<file path="src/rtl/flappy_pipe_referee.sv">
// Pipe referee: scrolls one pipe, randomises its gap, detects collisions, keeps score.
// Define SCORE_BCD_EN for a packed-BCD score (saturates at 8'h99); otherwise binary (saturates at 255).
module flappy_pipe_referee #(
  parameter int SCREEN_W   = 640,
  parameter int SCREEN_H   = 600,
  parameter int PIPE_W     = 60,
  parameter int GAP_H      = 160,
  parameter int GAP_MIN    = 100,
  parameter int BIRD_SIZE  = 20,
  parameter int PIPE_SPEED = 2,
  parameter int SCROLL_DIV = 500000
) (
  input  logic       Clk,
  input  logic       Reset,
  input  logic       Start,
  input  logic [9:0] YBird,
  input  logic [9:0] XBird,
  output logic [9:0] XPipe,
  output logic [9:0] GapBot,
  output logic [7:0] Score,
  output logic       Lost,
  output logic       Running
);

  localparam int TW = (SCROLL_DIV > 1) ? $clog2(SCROLL_DIV) : 1;
  localparam logic [TW-1:0] TICK_LAST = TW'(SCROLL_DIV - 1);

  localparam logic [10:0] SH11   = 11'(SCREEN_H);
  localparam logic [10:0] PW11   = 11'(PIPE_W);
  localparam logic [10:0] GH11   = 11'(GAP_H);
  localparam logic [10:0] GMIN11 = 11'(GAP_MIN);
  localparam logic [10:0] BS11   = 11'(BIRD_SIZE);
  localparam logic [10:0] SPD11  = 11'(PIPE_SPEED);
  localparam logic [9:0]  SPD10  = 10'(PIPE_SPEED);
  localparam logic [9:0]  X_RESET   = 10'(SCREEN_W);
  localparam logic [9:0]  GAP_RESET = 10'(GAP_MIN + 100);

  typedef enum logic [2:0] {
    S_IDLE = 3'b001,
    S_RUN  = 3'b010,
    S_LOST = 3'b100
  } state_t;

  state_t state, state_next;

  logic [TW-1:0] tick;
  logic          scored;
  logic [7:0]    lfsr;
  logic          lfsr_fb;

  logic [10:0] xb, yb, xp, gb;
  logic        floor_hit, ceil_hit, x_overlap, y_outside, collision;
  logic        pass_now, tick_wrap;
  logic [10:0] gap_new;

  // All geometry done at 11 bits so sums like XPipe+PIPE_W never overflow.
  always_comb begin
    xb = {1'b0, XBird};
    yb = {1'b0, YBird};
    xp = {1'b0, XPipe};
    gb = {1'b0, GapBot};
    floor_hit = (YBird == 10'd0);
    ceil_hit  = (yb + BS11) > SH11;
    x_overlap = ((xb + BS11) > xp) && (xb < (xp + PW11));
    y_outside = (yb < gb) || ((yb + BS11) > (gb + GH11));
    collision = floor_hit || ceil_hit || (x_overlap && y_outside);
    pass_now  = !scored && ((xp + PW11) < xb);
    tick_wrap = (tick == TICK_LAST);
    gap_new   = GMIN11 + {3'b000, lfsr};
    lfsr_fb   = lfsr[7] ^ lfsr[5] ^ lfsr[4] ^ lfsr[3];
  end

  always_ff @(posedge Clk) begin
    if (Reset) state <= S_IDLE;
    else       state <= state_next;
  end

  always_comb begin
    state_next = state;
    case (state)
      S_IDLE:  if (Start) state_next = S_RUN;
      S_RUN:   if (collision) state_next = S_LOST;
      S_LOST:  if (Start) state_next = S_IDLE;
      default: state_next = S_IDLE;
    endcase
  end

  always_comb begin
    Running = (state == S_RUN);
    Lost    = (state == S_LOST);
  end

  always_ff @(posedge Clk) begin
    if (Reset) begin
      XPipe  <= X_RESET;
      GapBot <= GAP_RESET;
      Score  <= 8'd0;
      tick   <= '0;
      scored <= 1'b0;
      lfsr   <= 8'hA5;
    end else begin
      lfsr <= {lfsr[6:0], lfsr_fb};
      // Entering or sitting in IDLE restores the start-of-run playfield.
      if (state_next == S_IDLE) begin
        XPipe  <= X_RESET;
        GapBot <= GAP_RESET;
        Score  <= 8'd0;
        tick   <= '0;
        scored <= 1'b0;
      end else if (state == S_RUN && !collision) begin
        if (pass_now) begin
          scored <= 1'b1;
`ifdef SCORE_BCD_EN
          if (Score != 8'h99) begin
            if (Score[3:0] == 4'd9) Score <= {Score[7:4] + 4'd1, 4'd0};
            else                    Score <= Score + 8'd1;
          end
`else
          if (Score != 8'hFF) Score <= Score + 8'd1;
`endif
        end
        // A respawn's scored clear deliberately overrides a same-cycle score.
        if (tick_wrap) begin
          tick <= '0;
          if (xp <= SPD11) begin
            XPipe  <= X_RESET;
            GapBot <= gap_new[9:0];
            scored <= 1'b0;
          end else begin
            XPipe <= XPipe - SPD10;
          end
        end else begin
          tick <= tick + TW'(1);
        end
      end
    end
  end

endmodule

</file>
<file path="config.mk">
export PLATFORM = sky130hd
export DESIGN_NAME = flappy_pipe_referee
export DESIGN_NICKNAME = d
export VERILOG_FILES = /design/src/rtl/flappy_pipe_referee.sv
export SDC_FILE = /design/constraint.sdc
export NUM_CORES = 1
export LEC_CHECK = 0
export ABC_AREA = 1
export BUFFER_PORTS_ARGS = -buffer_cell sky130_fd_sc_hd__clkbuf_2
export CAP_MARGIN = 20
export CORE_MARGIN = 10
export CORE_UTILIZATION = 44
export CTS_CLUSTER_DIAMETER = 120
export DETAILED_ROUTE_END_ITERATION = 16
export PLACE_DENSITY_LB_ADDON = 0.2
export SLEW_MARGIN = 15
export SYNTH_ARGS = -nofsm -noshare
export SYNTH_HDL_FRONTEND = slang
export SYNTH_SLANG_ARGS = --single-unit
export TNS_END_PERCENT = 5
</file>
<file path="constraint.sdc">
create_clock -name Clk -period 2.8 [get_ports Clk]
set_input_delay 0.28 -clock Clk [delete_from_list [all_inputs] [get_ports Clk]]
set_output_delay 0.28 -clock Clk [all_outputs]
set_load 0.005 [all_outputs]
</file>
==> results.md, run 1 <==
- Outcome: completed
- Antenna violations before repair: 0
- Post-route setup TNS: 0 ns
- DRC viols: 0
- CP startpoint kind: flip-flop
- CP Capture Type: flip-flop
- Setup CP Type: flip-flop to flip-flop
- HP Class: input port to flip-flop
- I/O Buffers: 50
- Core area: 9730 um^2
- Worst-skew pair later-pin latency: 0.33 ns
- # diodes: 0
- Wirelength per Cell: 13.2 um
- Pre-CTS setup slack: -0.147 ns
- First-pass iteration count of the detailed router: 5
- CTS Hold Bufs: 0
- Post-Place Cells: 869
- Fin util: 56.3%
- Synth Area in Simple Gates: 33.9%
- Commonest cells in the netlist: nand2_1, inv_1, nand3_1, dfxtp_1, a21oi_1
- Largest net degree at the start of global routing: 23
- Compound-Gate Fraction of Synth Area: 10.4%
- Mux cell area share after synthesis: 0%
- End of the worst register-to-register path: XPipe[5]$_SDFFE_PP0P_
- Critical path fanouts, max: 7
- First-pass GRT wire length: 19500 um
- Synth top area share: 26.0%
- Reg-to-Reg Start: XPipe[3]$_SDFFE_PP0P_
- Ys async rst share: 0%
- Final period util: 96.5%
- Clock transition at the registers of the reported paths: 0.07 ns
- R2r setup slk: 0.1 ns
- Yosys warning total: 0
- # fillers: 986
- Final Hold Violating Endpoints: 0
- Vias/cell: 5.04
- Hold path depth: 2
- CP arrival: 2.95 ns
- Post-Syn Area: 4390 um^2
- Area contributors post-synth: dfxtp_1, nand2_1, ha_1
- Starting Density: 45.2%
- Post-synth top flop: dfxtp_1
- Slew HR: 61.7%
- Hold path endpoint: state[2]$_SDFF_PP0_
- Reg2reg path depth: 17
- PwrDens: 362 nW/um^2
- Min Tclk post-route: 2.70 ns
- Maxcap violations: 0
- # rows: 36
- Max Clock Skew: 0.00534 ns
- Synth Area in XOR/XNOR: 7.18%
- Worst setup margin: 0.0971 ns
- Hold Slack: 0.240 ns
- Hold Startpoint: Reset
- Die width: 120 um
- Unique masters post-synth: 39
- Number of global-route vias before repair: 4324
- Die area: 14400 um^2
- Clk root buf: clkbuf_8
- Layout Cells excl Fill: 892
- Leakage power total: 2.53 nW
- Most numerous cell in the Yosys netlist: nand2_1
- Area Overhead vs Synth: 24.6%
- Final WL: 11800 um
- Deepest clock path buffer count: 2
- # setup viols final: 0
- Gr ovfl total: 0
- Overall Global Routing Usage: 15.9%
- Vert. Die Dim: 120 um
- GPL Wtd Cong: 0.950
- Final nets: 819
- Remaining antenna violation count after routing: 0
- # clock sinks: 57
- Layout cells sized above 1: 20.3%
- Worst-Margin Slew: 0.570 ns
- Final Max Slew Viols: 0
- Worst EP required: 3.05 ns
- Largest family of logic cells by synthesized area: simple AND/OR/NAND/NOR gates
- Fmax: 370 MHz
- Iter 0 DRT Violations: 270
- CTS tree: done
- IO Pins: 53
- Synthesized flop and latch total: 57
- Sequential area share after synthesis: 26.0%
- Post-synth top area cell: dfxtp_1
- DR vias: 4496
- H-tree levels: 3
- Syn Inst Count: 663
- Post-synth EDFFs: 0
- Synth Area per Inst: 6.63 um^2
- Area share of fa/ha/maj cells after synthesis: 12.0%
- RSZ-0062 raised after global routing: yes
- Max IR drop VDD: 0.000219 V
- DP HPWL: 9320 um
- Num CTS Buffers: 9
## worst max path at each step
stage / cells past startpoint / slack [ns] / to / from
2_1_floorplan: 18 / 0.12 / XPipe[1]$_SDFFE_PP0P_ / XPipe[3]$_SDFFE_PP0P_
6_report: 17 / 0.1 / XPipe[5]$_SDFFE_PP0P_ / XPipe[3]$_SDFFE_PP0P_
3_5_place_dp: 18 / -0.15 / XPipe[7]$_SDFFE_PP1P_ / XPipe[2]$_SDFFE_PP0P_
3_3_place_gp: 18 / -0.07 / XPipe[7]$_SDFFE_PP1P_ / XPipe[2]$_SDFFE_PP0P_
5_1_grt: 19 / -0.12 / XPipe[5]$_SDFFE_PP0P_ / XPipe[3]$_SDFFE_PP0P_
4_1_cts: 18 / -0.04 / XPipe[3]$_SDFFE_PP0P_ / XPipe[3]$_SDFFE_PP0P_
## kinds of logic after synthesis
group / Yosys count
XOR/XNOR: 36
other: 1
flip-flops: 57
AO/OA/AOI/OAI: 85
buffers and inverters: 113
AND/OR/NAND/NOR: 329
adder cells (fa/ha/maj): 42
## metal layers
layer  global-route usage (%)  share of wire [%]
met5                        0                  0
met4                     4.52               0.82
met3                     4.08                4.8
met2                     26.2                 48
met1                     20.0                 47
## placed cells by master, fill, tap and decap left out, drive strengths merged, types with 2 or more instances in the layout
master | netlist | layout
clkinv | 3 | 6
a21o | 2 | 2
nor4 | 6 | 6
o21bai | 3 | 3
nor2 | 51 | 51
ha | 42 | 42
buf | 7 | 42
bufinv | 0 | 2
dfxtp | 57 | 57
nand2 | 152 | 152
inv | 97 | 97
clkbuf | 6 | 61
nand3b | 3 | 3
nand3 | 68 | 68
xor2 | 28 | 28
nand4 | 21 | 21
or2 | 3 | 3
conb | 1 | 2
xnor2 | 8 | 8
nor3 | 17 | 17
and3 | 2 | 2
o21ai | 22 | 22
nor3b | 6 | 6
a21oi | 55 | 55
## state kept, by name, summed over array words and instances (netlist names)
name,flops
tick,19
GapBot,9
XPipe,9
Score,8
lfsr,8
state,3
scored,1
## through the flow
step	area, um^2	power [mW]
after detailed placement	5020	1.12
after global placement	5020	1.11
final	5470	1.98
after CTS	5270	1.99
after global routing	5470	2.08
after floorplan	4400	1.03
## repair_timing
action	4_1_cts	5_1_grt
pin swaps	0	15
setup buffers	1	6
setup endpoints to repair	30	46
resized for setup	6	39
## worst max-delay path: stages, from the launching register on
cell,delay (ns)
dfxtp_4,0.37
inv_2,0.05
ha_4,0.16
buf_4,0.13
xor2_1,0.13
ha_1,0.29
a21oi_1,0.20
o21ai_2,0.09
a21oi_2,0.14
o21ai_2,0.08
nand2_1,0.09
a21oi_2,0.04
nand2_2,0.11
nand3_4,0.14
nor2_4,0.24
buf_6,0.14
nand2_1,0.05
a21oi_1,0.17
## where the power goes
| part | switching [mW] | total (mW) | internal (mW) |
|---|---|---|---|
| registers | 0.0109 | 0.833 | 0.822 |
| clock network | 0.334 | 0.858 | 0.524 |
| logic | 0.176 | 0.289 | 0.113 |
| total | 0.521 | 1.98 | 1.46 |
## layout make-up
class	count	area (um^2)	area share [%]
Timing Repair Buffer	92	606	11.1
Clock buffer	11	141	2.58
Sequential cell	57	1150	21.1
Multi-Input combinational cell	494	2950	53.9
Clock inverter	5	78.8	1.44
Tap cell	133	166	3.04
Inverter	100	380	6.95
Power figures use the tool's default switching activity.
==> inputs of run 2 (changes only) <==
--- a/config.mk
+++ b/config.mk
@@ -9,7 +9,7 @@
 export BUFFER_PORTS_ARGS = -buffer_cell sky130_fd_sc_hd__clkbuf_2
 export CAP_MARGIN = 20
 export CORE_MARGIN = 10
-export CORE_UTILIZATION = 44
+export CORE_UTILIZATION = 54
 export CTS_CLUSTER_DIAMETER = 120
 export DETAILED_ROUTE_END_ITERATION = 16
 export PLACE_DENSITY_LB_ADDON = 0.2
==> run 2 against run 1 <==
Against the previous run: die area down 16%; fmax down 0.61%; setup slack worse by 0.017 ns; via count up 1.5%; hold slack worse by 0.011 ns; first-iteration DRC count down 26%; sequential power about the same; final cell count down 4.0%; critical endpoint is now XPipe[3]$_SDFFE_PP0P_; largest power group unchanged.
==> results.md, run 2 (synthesized netlist as in run 1, its figures left out) <==
- Outcome: completed
- # rows: 32 (-11%)
- Final WL: 11400 um (-3.3%)
- Core area: 7810 um^2 (-20%)
- Biggest regs: tick: 19 flops, GapBot: 9 flops, XPipe: 9 flops
- Layout cells sized above 1: 18.7% (-1.6 points)
- Final Hold Violating Endpoints: 0 (unchanged)
- Layout Cells excl Fill: 856 (-4.0%)
- First-pass iteration count of the detailed router: 4 (-1)
- Switch share: 26.2% (-0.14 points)
- Maxcap violations: 0 (unchanged)
- # diodes: 0 (unchanged)
- RSZ-0062 raised after global routing: yes
- Worst EP required: 3.07 ns (+0.02 ns)
- Reg2reg path depth: 18 (+1)
- Clk root buf: clkbuf_8
- Post-Place Cells: 836 (-3.8%)
- Slowest library cell on the worst path: dfxtp_2
- Wirelength per Cell: 13.3 um (+0.81%)
- Hold path depth: 2 (unchanged)
- Max Clock Skew: 0.00514 ns (-0.000199 ns)
- Num CTS Buffers: 9 (unchanged)
- Pint: 1.46 mW (-0.20%)
- GPL Wtd Cong: 0.951 (+0.11%)
- DRC viols: 0 (unchanged)
- CP Capture Type: flip-flop
- HP Class: input port to flip-flop
- Vias/cell: 5.33 (+5.7%)
- Gr ovfl total: 0 (unchanged)
- Final Max Slew Viols: 0 (unchanged)
- Max stage delay on crit path: 0.34 ns (-0.03 ns)
- Min Tclk post-route: 2.72 ns (+0.0167 ns)
- Final nets: 814 (-0.61%)
- I/O Buffers: 50 (unchanged)
- Number of global-route vias before repair: 4345 (+0.49%)
- Vert. Die Dim: 110 um (-8.1%)
- Overall Global Routing Usage: 19.1% (+3.2 points)
- Flop pwr share: 42.3% (+0.2 points)
- Commonest non-fill, non-tap cell in the layout: nand2_1
- Die area: 12100 um^2 (-16%)
- Reg with most FFs: tick
- DP HPWL: 9060 um (-2.8%)
- Setup CP Type: flip-flop to flip-flop
- Switching power: 0.517 mW (-0.93%)
- Clock transition at the registers of the reported paths: 0.06 ns (about the same)
- Iter 0 DRT Violations: 200 (-26%)
- CTS Hold Bufs: 0 (unchanged)
- End of the worst register-to-register path: XPipe[3]$_SDFFE_PP0P_
- Hold Startpoint: Reset
- Die width: 110 um (-8.1%)
- Fin area: 5380 um^2 (-1.7%)
- Slew HR: 53.4% (-8.3 points)
- Clk pwr share: 43.4% (about the same)
- # setup viols final: 0 (unchanged)
- # clock sinks: 57 (unchanged)
- Area Overhead vs Synth: 22.4%
- PwrDens: 367 nW/um^2 (+1.4%)
- H-tree levels: 3 (unchanged)
- Placement Cell Area: 4970 um^2 (-1.1%)
- Remaining antenna violation count after routing: 0 (unchanged)
- DR vias: 4562 (+1.5%)
- Commonest non-fill, non-tap cells in the layout: nand2_1, inv_1, nand3_1
- Critical path fanouts, max: 6 (-1)
- CP startpoint kind: flip-flop
- Starting Density: 56.3% (+11 points)
- Max IR drop VDD: 0.000218 V (-0.74%)
- CP arrival: 2.99 ns (+0.04 ns)
- Deepest clock path buffer count: 2 (unchanged)
- Leakage power total: 2.52 nW (-0.59%)
- Fmax: 368 MHz (-0.61%)
- Antenna violations before repair: 0 (unchanged)
- Hold Slack: 0.228 ns (-0.0113 ns)
- Largest net degree at the start of global routing: 24 (+4.3%)
- Design Power: 1.97 mW (-0.39%)
- First-pass GRT wire length: 19100 um (-2.4%)
- IO Pins: 53 (unchanged)
- # fillers: 695 (-30%)
- Hold path endpoint: state[2]$_SDFF_PP0_
- Max reg flops: 19 (unchanged)
- Worst-Margin Slew: 0.693 ns (+0.123 ns)
- Final period util: 97.1% (+0.60 points)
- Worst-skew pair later-pin latency: 0.34 ns (about the same)
- Reg-to-Reg Start: XPipe[2]$_SDFFE_PP0P_
- Logic gate share of total power: 14.3% (-0.3 points)
- R2r setup slk: 0.08 ns (-0.02 ns)
- Cells along the critical path: nor3_4, nand2_2, nand3_2, nor2_1, xor2_1, inv_1, ha_4, nand3_2, nor4_4, nand2_1, nand2_1, a21oi_2, nand2_2, nand3_4, nor2_4, buf_6, nand3_1, a21oi_1
- CTS tree: done
[run 2: changes by cell type in the layout (fill, tap and decap cells not counted), sizes merged]
cell	change
clkinv	-1
buf	-5
inv	+1
[run 2: stage by stage]
step | TNS (ns) | worst slack (ns) | util (%)
3_5_place_dp | -2.05 | -0.152 | 63.6
4_1_cts | -0.00388 | -0.00340 | 66.7
5_1_grt | -2.48 | -0.168 | 68.9
2_1_floorplan | 0 | 0.123 | -
3_3_place_gp | -1.02 | -0.129 | 63.6
6_report | 0 | 0.0804 | 68.9
[run 2: power groups by stage]
stage	registers, mW	clock network (mW)	logic, mW
global route	0.836	0.917	0.323
CTS	0.835	0.872	0.270
detailed placement	0.853	0	0.267
floorplan	0.851	0	0.181
finish	0.835	0.856	0.282
global placement	0.853	0	0.258
[run 2: worst max-delay path by stage]
stage | from | endpoint | slack [ns] | cells after the start
5_1_grt | XPipe[2]$_SDFFE_PP0P_ | XPipe[3]$_SDFFE_PP0P_ | -0.17 | 18
2_1_floorplan | XPipe[3]$_SDFFE_PP0P_ | XPipe[1]$_SDFFE_PP0P_ | 0.12 | 18
3_3_place_gp | XPipe[3]$_SDFFE_PP0P_ | XPipe[9]$_SDFFE_PP1P_ | -0.13 | 15
6_report | XPipe[2]$_SDFFE_PP0P_ | XPipe[3]$_SDFFE_PP0P_ | 0.08 | 18
4_1_cts | XPipe[2]$_SDFFE_PP0P_ | tick[6]$_SDFFE_PP0P_ | -0.003 | 18
3_5_place_dp | XPipe[2]$_SDFFE_PP0P_ | XPipe[7]$_SDFFE_PP1P_ | -0.15 | 17
[run 2: metal layers]
layer | vias to the layer above | GRT usage, % | wire, um
met2 | 114 | 33.5 | 5600
met3 | 18 | 4.06 | 702
met1 | 2076 | 22.5 | 4950
met5 | - | 0 | 0
li1 | 2354 | - | -
met4 | 0 | 6.97 | 174
[run 2: area by class of cell]
cell class / instances / area, um^2 / share of cell area (%)
well taps: 102 / 128 / 2.37
clock inverters: 5 / 78.8 / 1.47
inverters: 100 / 383 / 7.12
clock buffers: 11 / 141 / 2.63
repair buffers: 87 / 568 / 10.6
flip-flops and latches: 57 / 1150 / 21.4
multi-input cells: 494 / 2930 / 54.5
[run 2: worst max-delay path, delay by kind of cell (launching register included)]
family	cells	cell delay (ns)
AOI/OAI and AO/OA	2	0.18
xor gates and xnor gates	1	0.16
and+or+nand+nor	12	1.45
adders and majority gates	1	0.27
DFF	1	0.34
buffers and inverters	2	0.23
[run 2: what timing repair did]
action,CTS,global route
pin swaps,1,17
endpoints found under the setup margin,39,47
cloned,0,0
setup buffers,1,3
gates resized for setup,3,36
==> inputs of run 3 (changes only) <==
--- a/config.mk
+++ b/config.mk
@@ -9,7 +9,7 @@
 export BUFFER_PORTS_ARGS = -buffer_cell sky130_fd_sc_hd__clkbuf_2
 export CAP_MARGIN = 20
 export CORE_MARGIN = 10
-export CORE_UTILIZATION = 54
+export CORE_UTILIZATION = 59
 export CTS_CLUSTER_DIAMETER = 120
 export DETAILED_ROUTE_END_ITERATION = 16
 export PLACE_DENSITY_LB_ADDON = 0.2
==> constraint.sdc (replaced) <==
create_clock -name Clk -period 2.6 [get_ports Clk]
set_input_delay 0.26 -clock Clk [delete_from_list [all_inputs] [get_ports Clk]]
set_output_delay 0.26 -clock Clk [all_outputs]
set_load 0.005 [all_outputs]
==> run 3 against run 2 <==
Against the previous run: the flow now finishes with violations (negative setup slack); flip-flop and latch count did not move; via count rose by 4.2%; clock power rose by 14%; die area fell by 7.0%; critical path type unchanged; critical endpoint is now GapBot[0]$_SDFFE_PP0P_; largest cell class unchanged.
==> results.md, run 3 (synthesized netlist as in run 1, its figures left out) <==
- Outcome: finished, violations left
- Failing checks: negative setup slack
- Worst EP required: 2.83 ns (-0.24 ns)
- Worst-skew pair later-pin latency: 0.34 ns (about the same)
- Clock transition at the registers of the reported paths: 0.07 ns (about the same)
- # diodes: 0 (unchanged)
- Max Clock Skew: 0.00577 ns (+0.000622 ns)
- Fmax: 362 MHz (-1.5%)
- Post-Place Cells: 846 (+1.2%)
- Gr ovfl total: 0 (unchanged)
- Hold Slack: 0.195 ns (-0.0338 ns)
- CTS tree: done
- DR vias: 4752 (+4.2%)
- Worst-Margin Slew: 0.734 ns (+0.0418 ns)
- CP arrival: 2.99 ns (about the same)
- Fin util: 77.6% (+8.7 points)
- Worst setup margin: -0.160 ns (-0.240 ns)
- # rows: 31 (-3.1%)
- IO Pins: 53 (unchanged)
- I/O Buffers: 50 (unchanged)
- Core area: 7250 um^2 (-7.1%)
- Final period util: 106% (+9.0 points)
- Maxcap violations: 0 (unchanged)
- Iter 0 DRT Violations: 236 (+18%)
- Final Max Slew Viols: 0 (unchanged)
- Starting Density: 60.6% (+4.3 points)
- CTS Hold Bufs: 0 (unchanged)
- First-pass iteration count of the detailed router: 5 (+1)
- Top cell by count, worst path: a21oi_2
- Area Overhead vs Synth: 28.1%
- # clock sinks: 57 (unchanged)
- Commonest non-fill, non-tap cells in the layout: nand2_1, inv_1, nand3_1
- Die area: 11300 um^2 (-7.0%)
- Final nets: 831 (+2.1%)
- Max IR drop VDD: 0.000485 V (+120%)
- Commonest non-fill, non-tap cell in the layout: nand2_1
- RSZ-0062 raised after global routing: yes
- Max stage delay on crit path: 0.38 ns (+0.04 ns)
- Max reg flops: 19 (unchanged)
- Min Tclk post-route: 2.76 ns (+0.0404 ns)
- Layout cells sized above 1: 23.5% (+4.8 points)
- Slew HR: 50.6% (-2.8 points)
- Slowest library cell on the worst path: dfxtp_4
- Deepest clock path buffer count: 2 (unchanged)
- # setup viols final: 47 (+47)
- Cells along the critical path: inv_2, ha_4, nand2_4, nand3_2, xor2_1, ha_1, a21oi_2, o21bai_1, a21oi_2, o21ai_2, nand2_1, a21oi_2, nand2_2, buf_4, nand4_1, buf_6, o21ai_1, a21oi_2
- Wirelength per Cell: 13.9 um (+3.9%)
- Layout Cells excl Fill: 870 (+1.6%)
- Reg with most FFs: tick
- HP Class: input port to flip-flop
- Critical path fanouts, max: 8 (+2)
- Largest net degree at the start of global routing: 24 (unchanged)
- Overall Global Routing Usage: 21.0% (+1.9 points)
- Num CTS Buffers: 9 (unchanged)
- Antenna violations before repair: 0 (unchanged)
- DP HPWL: 9110 um (+0.51%)
- Final Hold Violating Endpoints: 0 (unchanged)
- Die width: 106 um (-3.5%)
- # fillers: 550 (-21%)
- First-pass GRT wire length: 20200 um (+6.0%)
- Leakage power total: 2.63 nW (+4.6%)
- Number of global-route vias before repair: 4675 (+7.6%)
- Remaining antenna violation count after routing: 0 (unchanged)
- H-tree levels: 3 (unchanged)
- Final WL: 12100 um (+5.6%)
- Biggest regs: tick: 19 flops, GapBot: 9 flops, XPipe: 9 flops
- DRC viols: 0 (unchanged)
- PwrDens: 392 nW/um^2 (+6.8%)
- CP startpoint kind: flip-flop
- Vert. Die Dim: 106 um (-3.5%)
- Clk root buf: clkbuf_8
- Vias/cell: 5.46 (+2.5%)
- CP Capture Type: flip-flop
- Setup CP Type: flip-flop to flip-flop
- GPL Wtd Cong: 0.911 (-4.2%)
==> run 3: worst paths after layout <==
check | from | to | slack [ns] | cells after the start
hold reg to reg | lfsr[0]$_SDFF_PP1_ | lfsr[1]$_SDFF_PP0_ | 0.45 | 2
hold / removal | Reset | state[1]$_SDFF_PP0_ | 0.19 | 2
setup / recovery | XPipe[3]$_SDFFE_PP0P_ | GapBot[0]$_SDFFE_PP0P_ | -0.16 | 18
setup reg to reg | XPipe[3]$_SDFFE_PP0P_ | GapBot[0]$_SDFFE_PP0P_ | -0.16 | 18
==> run 3: area by class of cell <==
type,instances,area [um^2],area share (%)
Timing Repair Buffer,104,732,13.0
Multi-Input combinational cell,494,3000,53.2
Clock inverter,4,73.8,1.31
Tap cell,99,124,2.20
Clock buffer,12,165,2.93
Sequential cell,57,1150,20.4
Inverter,100,388,6.89
==> run 3: critical path: cells and delay by family (launching register included) <==
| family | cells | cell delay (ns) |
|---|---|---|
| AO/OA/AOI/OAI | 7 | 0.76 |
| adder cells (fa/ha/maj) | 2 | 0.49 |
| AND/OR/NAND/NOR | 5 | 0.48 |
| flip-flops | 1 | 0.38 |
| buffers and inverters | 3 | 0.36 |
| XOR/XNOR | 1 | 0.17 |
==> run 3: timing repair <==
| item | CTS | global route |
|---|---|---|
| pin swaps | 14 | 19 |
| setup buffers | 5 | 2 |
| resized for setup | 27 | 37 |
| cloned | 1 | 0 |
| setup endpoints to repair | 46 | 48 |
==> run 3: per-stage QoR <==
stage          setup slack [ns]  setup TNS, ns  total power, mW  area [um^2]
6_report                 -0.160          -4.06             2.20         5630
5_1_grt                  -0.301         -12.14             2.30         5630
4_1_cts                 -0.0515         -0.577             2.21         5490
3_5_place_dp             -0.278          -9.87             1.22         5090
3_3_place_gp             -0.191          -5.05             1.21         5090
2_1_floorplan           0.00513              0             1.11         4410
==> run 3: power by group <==
| group | total, mW | switching (mW) | internal [mW] |
|---|---|---|---|
| sequential | 0.898 | 0.0123 | 0.886 |
| clock | 0.976 | 0.358 | 0.618 |
| combinational | 0.330 | 0.199 | 0.131 |
| total | 2.20 | 0.570 | 1.63 |
==> run 3: routing by layer <==
layer  vias to the layer above  GRT usage, %  part of all wire, %
li1                       2382             -                    -
met1                      2214          23.3                   42
met2                       128          38.8                   51
met3                        28          3.93                  4.8
met4                         0          7.35                  2.1
met5                         -             0                    0
